==> config.mk <==
export PLATFORM = sky130hd
export DESIGN_NAME = hazard_ctrl
export DESIGN_NICKNAME = d
export VERILOG_FILES = /design/src/rtl/hazard_pkg.sv /design/src/rtl/hazard_perf_counters.sv /design/src/rtl/hazard_ctrl.sv
export SDC_FILE = /design/constraint.sdc
export NUM_CORES = 1
export LEC_CHECK = 0
export ABC_AREA = 1
export BUFFER_PORTS_ARGS = -buffer_cell sky130_fd_sc_hd__buf_2
export CAP_MARGIN = 20
export CORE_MARGIN = 5
export CORE_UTILIZATION = 38
export DETAILED_ROUTE_END_ITERATION = 7
export PLACE_DENSITY = 0.83
export SKIP_CTS_REPAIR_TIMING = 1
export SLEW_MARGIN = 20
export SYNTH_ARGS = -nofsm -noshare
export SYNTH_HDL_FRONTEND = slang
export SYNTH_SLANG_ARGS = --single-unit
==> constraint.sdc <==
create_clock -name clk -period 1.55 [get_ports clk]
set_input_delay 0.2325 -clock clk [delete_from_list [all_inputs] [get_ports clk]]
set_output_delay 0.2325 -clock clk [all_outputs]
set_load 0.01 [all_outputs]
==> src/rtl/hazard_pkg.sv <==
// Shared types for the pipeline hazard controller: FSM states, the default
// register-address width and the bundle of six pipeline control strobes.
package hazard_pkg;

    localparam int REG_ADDR_W_DEFAULT = 5;

    typedef enum logic {
        RUN      = 1'b0,
        MDU_BUSY = 1'b1
    } hz_state_t;

    typedef struct packed {
        logic stall_pc;
        logic stall_if_id;
        logic flush_if_id;
        logic stall_id_ex;
        logic flush_id_ex;
        logic flush_ex_mem;
    } hz_ctrl_t;

endpackage

==> src/rtl/hazard_perf_counters.sv <==
// Saturating performance counters for pipeline stalls, branch flushes and
// load-use bubbles; instantiated by hazard_ctrl only when perf is enabled.
module hazard_perf_counters #(
    parameter int CNT_W = 32
) (
    input  logic             clk,
    input  logic             rst,
    input  logic             inc_stall,
    input  logic             inc_flush,
    input  logic             inc_loaduse,
    output logic [CNT_W-1:0] stall_cnt,
    output logic [CNT_W-1:0] flush_cnt,
    output logic [CNT_W-1:0] loaduse_cnt
);

    localparam logic [CNT_W-1:0] CNT_MAX = '1;
    localparam logic [CNT_W-1:0] CNT_ONE = CNT_W'(1);

    logic [CNT_W-1:0] stall_cnt_q,   stall_cnt_d;
    logic [CNT_W-1:0] flush_cnt_q,   flush_cnt_d;
    logic [CNT_W-1:0] loaduse_cnt_q, loaduse_cnt_d;

    // Each counter sticks at all-ones instead of wrapping.
    always_comb begin
        stall_cnt_d   = stall_cnt_q;
        flush_cnt_d   = flush_cnt_q;
        loaduse_cnt_d = loaduse_cnt_q;
        if (inc_stall && (stall_cnt_q != CNT_MAX)) begin
            stall_cnt_d = stall_cnt_q + CNT_ONE;
        end
        if (inc_flush && (flush_cnt_q != CNT_MAX)) begin
            flush_cnt_d = flush_cnt_q + CNT_ONE;
        end
        if (inc_loaduse && (loaduse_cnt_q != CNT_MAX)) begin
            loaduse_cnt_d = loaduse_cnt_q + CNT_ONE;
        end
    end

    always_ff @(posedge clk or negedge rst) begin
        if (!rst) begin
            stall_cnt_q   <= '0;
            flush_cnt_q   <= '0;
            loaduse_cnt_q <= '0;
        end else begin
            stall_cnt_q   <= stall_cnt_d;
            flush_cnt_q   <= flush_cnt_d;
            loaduse_cnt_q <= loaduse_cnt_d;
        end
    end

    assign stall_cnt   = stall_cnt_q;
    assign flush_cnt   = flush_cnt_q;
    assign loaduse_cnt = loaduse_cnt_q;

endmodule

==> src/rtl/hazard_ctrl.sv <==
// Central hazard controller for the 5-stage core: load-use, EX branch redirect,
// imem wait states and MDU stall FSM with watchdog. Perf counters under HAZARD_PERF_EN.
module hazard_ctrl
    import hazard_pkg::*;
#(
    parameter int REG_ADDR_W  = REG_ADDR_W_DEFAULT,
    parameter int MDU_TIMEOUT = 64,
    parameter int CNT_W       = 32
) (
    input  logic                  clk,
    input  logic                  rst,
    input  logic [REG_ADDR_W-1:0] rs1_ID,
    input  logic [REG_ADDR_W-1:0] rs2_ID,
    input  logic                  use_rs1_ID,
    input  logic                  use_rs2_ID,
    input  logic [REG_ADDR_W-1:0] rd_EX,
    input  logic                  memread_EX,
    input  logic                  branch_taken_EX,
    input  logic                  mdu_start_EX,
    input  logic                  mdu_done,
    input  logic                  imem_ready,
    output logic                  stall_PC,
    output logic                  stall_IF_ID,
    output logic                  flush_IF_ID,
    output logic                  stall_ID_EX,
    output logic                  flush_ID_EX,
    output logic                  flush_EX_MEM,
    output logic                  mdu_timeout,
    output logic                  mdu_err,
    output logic [CNT_W-1:0]      perf_stall_cnt,
    output logic [CNT_W-1:0]      perf_flush_cnt,
    output logic [CNT_W-1:0]      perf_loaduse_cnt
);

    localparam int              WD_W    = $clog2(MDU_TIMEOUT);
    localparam logic [WD_W-1:0] WD_LAST = WD_W'(MDU_TIMEOUT - 1);
    localparam logic [WD_W-1:0] WD_ONE  = WD_W'(1);

    hz_state_t       state_q, state_d;
    logic [WD_W-1:0] wdog_cnt_q, wdog_cnt_d;
    logic            mdu_err_q, mdu_err_d;

    logic            load_use;
    logic            expire;
    logic            mdu_hold;
    hz_ctrl_t        ctrl;

    always_comb begin
        load_use = memread_EX && (rd_EX != '0) &&
                   ((use_rs1_ID && (rs1_ID == rd_EX)) ||
                    (use_rs2_ID && (rs2_ID == rd_EX)));
        expire   = (state_q == MDU_BUSY) && (wdog_cnt_q == WD_LAST) && !mdu_done;
        mdu_hold = ((state_q == RUN) && mdu_start_EX && !mdu_done) ||
                   ((state_q == MDU_BUSY) && !mdu_done && !expire);
    end

    // NOTE: every signal gets a default before the case, so no path can leave
    // one unassigned and infer a latch.
    always_comb begin
        state_d    = state_q;
        wdog_cnt_d = wdog_cnt_q;
        mdu_err_d  = mdu_err_q | expire;
        case (state_q)
            RUN: begin
                wdog_cnt_d = '0;
                if (mdu_start_EX && !mdu_done) begin
                    state_d = MDU_BUSY;
                end
            end
            MDU_BUSY: begin
                if (mdu_done || (wdog_cnt_q == WD_LAST)) begin
                    state_d    = RUN;
                    wdog_cnt_d = '0;
                end else begin
                    wdog_cnt_d = wdog_cnt_q + WD_ONE;
                end
            end
            default: begin
                state_d    = RUN;
                wdog_cnt_d = '0;
            end
        endcase
    end

    // Priority chain; reset forces every strobe low even with live inputs.
    always_comb begin
        ctrl = '0;
        if (!rst) begin
            ctrl = '0;
        end else if (mdu_hold) begin
            ctrl.stall_pc     = 1'b1;
            ctrl.stall_if_id  = 1'b1;
            ctrl.stall_id_ex  = 1'b1;
            ctrl.flush_ex_mem = 1'b1;
        end else if (branch_taken_EX) begin
            ctrl.flush_if_id  = 1'b1;
            ctrl.flush_id_ex  = 1'b1;
        end else if (load_use) begin
            ctrl.stall_pc     = 1'b1;
            ctrl.stall_if_id  = 1'b1;
            ctrl.flush_id_ex  = 1'b1;
        end else if (!imem_ready) begin
            ctrl.stall_pc     = 1'b1;
            ctrl.flush_if_id  = 1'b1;
        end
    end

    // NOTE: state flops use non-blocking assignments so every flop samples
    // the pre-edge values, independent of statement order.
    always_ff @(posedge clk or negedge rst) begin
        if (!rst) begin
            state_q    <= RUN;
            wdog_cnt_q <= '0;
            mdu_err_q  <= 1'b0;
        end else begin
            state_q    <= state_d;
            wdog_cnt_q <= wdog_cnt_d;
            mdu_err_q  <= mdu_err_d;
        end
    end

    assign stall_PC     = ctrl.stall_pc;
    assign stall_IF_ID  = ctrl.stall_if_id;
    assign flush_IF_ID  = ctrl.flush_if_id;
    assign stall_ID_EX  = ctrl.stall_id_ex;
    assign flush_ID_EX  = ctrl.flush_id_ex;
    assign flush_EX_MEM = ctrl.flush_ex_mem;
    assign mdu_timeout  = rst && expire;
    assign mdu_err      = mdu_err_q;

`ifdef HAZARD_PERF_EN
    logic branch_flush;
    logic loaduse_bubble;

    assign branch_flush   = rst && !mdu_hold && branch_taken_EX;
    assign loaduse_bubble = rst && !mdu_hold && !branch_taken_EX && load_use;

    hazard_perf_counters #(
        .CNT_W (CNT_W)
    ) u_perf (
        .clk         (clk),
        .rst         (rst),
        .inc_stall   (ctrl.stall_pc),
        .inc_flush   (branch_flush),
        .inc_loaduse (loaduse_bubble),
        .stall_cnt   (perf_stall_cnt),
        .flush_cnt   (perf_flush_cnt),
        .loaduse_cnt (perf_loaduse_cnt)
    );
`else
    assign perf_stall_cnt   = '0;
    assign perf_flush_cnt   = '0;
    assign perf_loaduse_cnt = '0;
`endif

    // A branch redirect and an MDU start can never share a cycle in a legal pipeline.
    a_branch_mdu_excl: assert property (@(posedge clk) disable iff (!rst)
        !(branch_taken_EX && mdu_start_EX));
    a_if_id_excl: assert property (@(posedge clk) disable iff (!rst)
        !(stall_IF_ID && flush_IF_ID));
    a_id_ex_excl: assert property (@(posedge clk) disable iff (!rst)
        !(stall_ID_EX && flush_ID_EX));

endmodule

==> impl_results.md <==
* Status: finished with violations
* Failing checks: negative setup slack
* Number of synthesized register bits at 8
* Avg Cell Area, Syn at 6.81 µm²
* Final setup fails at 7
* Clk Latency, worst-skew pair at 0.23 ns
* Area Growth Syn to Fin at 2.34%
* Drt pass-1 iters at 4
* Multi-input logic area at 774 µm²
* GPL Wtd Cong at 0.755
* Post-synth top area share at 0.524
* Root Driver: clkbuf_8
* ANT cells at 0
* Hold_sp: mdu_done
* CP delay by family, top: simple AND/OR/NAND/NOR gates
* CP Buf/Inv Count at 1
* Crit path DAT at 1.61 ns
* Final worst slack at -0.295 ns
* Clk_skew at 0.000946 ns
* Iter 0 DRT Violations at 25
* Initial antenna violation count at 0
* Port Buffer Count at 31
* Yosys warning count at 0
* Lkg Pwr at 0.938 nW
* Dpl cells at 283
* Unique cell type count in the Yosys netlist at 21
* H-tree level count at 1
* Fmax at 542 MHz
* GRT overflow at 0
* Worst hold margin at 0.323 ns
* Max Cap Violations at 0
* Slowest CP cell: dfrtp_1
* Non-filler cells, final at 295
* Worst Setup End Kind: output pin
* Number of vias per cell at 3.45
* Final Util at 0.394
* Synth Flop Type: dfrtp_1
* EDFF count, synth at 0
* Peak supply drop at 307 µV
* Antenna-violating nets left at 0
* Die area at 4960 µm²
* PD cells at 533 nW/µm²
* Tmin final at 1.85 ns
* Initial core utilization at 0.385
* Rows at 22
* Sink Count at 8
* Top-level port count at 128
* Final nets at 274
* Final Hold Vio Count at 0
* Chip Height at 70.5 µm
* Async SR Flop Fraction at 1.00
* First-pass GRT wire length at 3400 µm
* Detailed Place HPWL at 2270 µm
* Synth top area cells: buf_4 52%, dfrtp_1 14%, nand2_1 9.5%, inv_1 5.4%, nor2_1 4.3%
* Worst Path Required at 1.32 ns
* CTS tree: yes
* Routed len/inst at 9.14 µm
* Hold crit path type: input pin to flop
* Overall die width at 70.5 µm
* Startpoint Class: flop
* Worst-path cell chain: ha_4 > nand3_4 > nor3_4 > nand2_2 > nand2_4 > nand3_2 > a21oi_2 > buf_2
* Max Slew Vio Count at 0
* Sequential area share after synthesis at 0.144
* Clock tree buffer depth at 2
* Synthesized area at 1390 µm²
* Total Power at 0.000757 W
* Final period util at 1.19
* R2R Path Start: wdog_cnt_q[0]$_DFF_PN0_
* Gr usage total at 0.0862
* RSZ-0062 raised after global routing: true
* Inserted Clock Buffers at 3
* Vias in the first global route at 849
* Crit path from: wdog_cnt_q[0]$_DFF_PN0_
* WS Path Type: flop to output pin
* Share of layout cells above drive strength 1 at 0.243
* Worst-path clk slew at 0.04 ns
* Via Count at 1,018
* Crit-path max FO at 5
* Fill cells at 407
* CP max stage delay at 0.39 ns
* Seq. cell area at 200 µm²
* Core area at 3610 µm²
* Drc violations at 0
* Cell taking the most area after synthesis: buf_4
* Largest net degree at the start of global routing at 11
* Synthesized instance count at 204
* Post-Route WL at 2700 µm
==> metal layers <==
| metal | global-route usage | vias to the layer above | routed length [µm] |
|---|---|---|---|
| li1 | - | 500 | - |
| met1 | 0.0940 | 445 | 851 |
| met2 | 0.151 | 67 | 1440 |
| met3 | 0.0144 | 6 | 336 |
| met4 | 0.0574 | 0 | 69 |
| met5 | 0 | - | 0 |
==> registers in the layout (all words and copies together), names as in the netlist <==
| signal | count |
|---|---|
| mdu_err | 1 |
| wdog_cnt_q | 6 |
| state_q | 1 |
==> synthesized netlist by cell type (2+ instances only) <==
library cell	number
nand3_2	3
nand3_1	4
nor2_1	16
inv_1	20
dfrtp_1	8
xor2_1	2
a21oi_1	3
buf_4	97
nand2_1	35
inv_2	3
nand2_2	3
==> layout by cell type, fill, tap and decap left out <==
cell / Yosys / routed
nand2_1: 35 / 35
nand4_1: 1 / 1
ha_4: 0 / 1
buf_2: 0 / 28
o21ai_0: 1 / 1
dfrtp_1: 8 / 8
xnor2_1: 1 / 1
inv_1: 20 / 19
nand3_1: 4 / 4
conb_1: 1 / 96
dlygate4sd3_1: 0 / 1
buf_4: 97 / 10
o21ai_1: 1 / 1
nand2_4: 1 / 3
buf_6: 0 / 3
nor3_4: 0 / 1
nor2_1: 16 / 16
a21oi_2: 0 / 2
inv_2: 3 / 4
a21oi_1: 3 / 1
xor2_1: 2 / 2
nand3_2: 3 / 2
nand3_4: 0 / 1
nor2_4: 1 / 1
clkbuf_8: 0 / 3
nand3b_1: 1 / 1
nand2_2: 3 / 1
==> stage by stage <==
step,instance area (µm²),setup TNS [ns],worst slack [ns]
2_1_floorplan,1750,0,0.0282
3_3_place_gp,1250,-0.00526,-0.00526
3_5_place_dp,1250,-0.246,-0.0710
4_1_cts,1290,-1.82,-0.321
5_1_grt,1420,-2.16,-0.351
6_report,1420,-1.66,-0.295
==> cell families after synthesis <==
kind of cell / synth area share
AOI/OAI and AO/OA: 0.0180
xor gates and xnor gates: 0.0189
adders and majority gates: 0.00901
buffers and inverters: 0.586
DFF: 0.144
other: 0.00270
and+or+nand+nor: 0.221
==> final timing paths <==
kind | to | slack [ns] | cells past startpoint
max | flush_ID_EX | -0.30 | 8
min | wdog_cnt_q[4]$_DFF_PN0_ | 0.32 | 4
max reg2reg | wdog_cnt_q[2]$_DFF_PN0_ | 0.16 | 8
min reg2reg | mdu_err$_DFF_PN0_ | 0.47 | 2
max in group asynchronous | wdog_cnt_q[2]$_DFF_PN0_ | 0.70 | 3
min in group asynchronous | mdu_err$_DFF_PN0_ | 0.59 | 3
==> power breakdown <==
part / internal, W / leakage, nW / switching (W) / total [W]
clock network: 0.000168 / 0.0216 / 0.0000805 / 0.000249
logic: 0.0000847 / 0.812 / 0.000203 / 0.000288
registers: 0.000215 / 0.105 / 0.00000491 / 0.000220
==> cell type report <==
cell class              count  area share
clock buffers               3      0.0290
inverters                  23      0.0607
multi-input cells         171       0.545
flip-flops and latches      8       0.141
well taps                  48      0.0423
repair buffers             42       0.182
==> tightest hold or removal path, delay by kind of cell <==
family,cells,cell delay (ns)
buf+inv,1,0.11
compound gates,2,0.10
simple gates,1,0.06
Note: power is estimated with default switching activity, not from simulation.
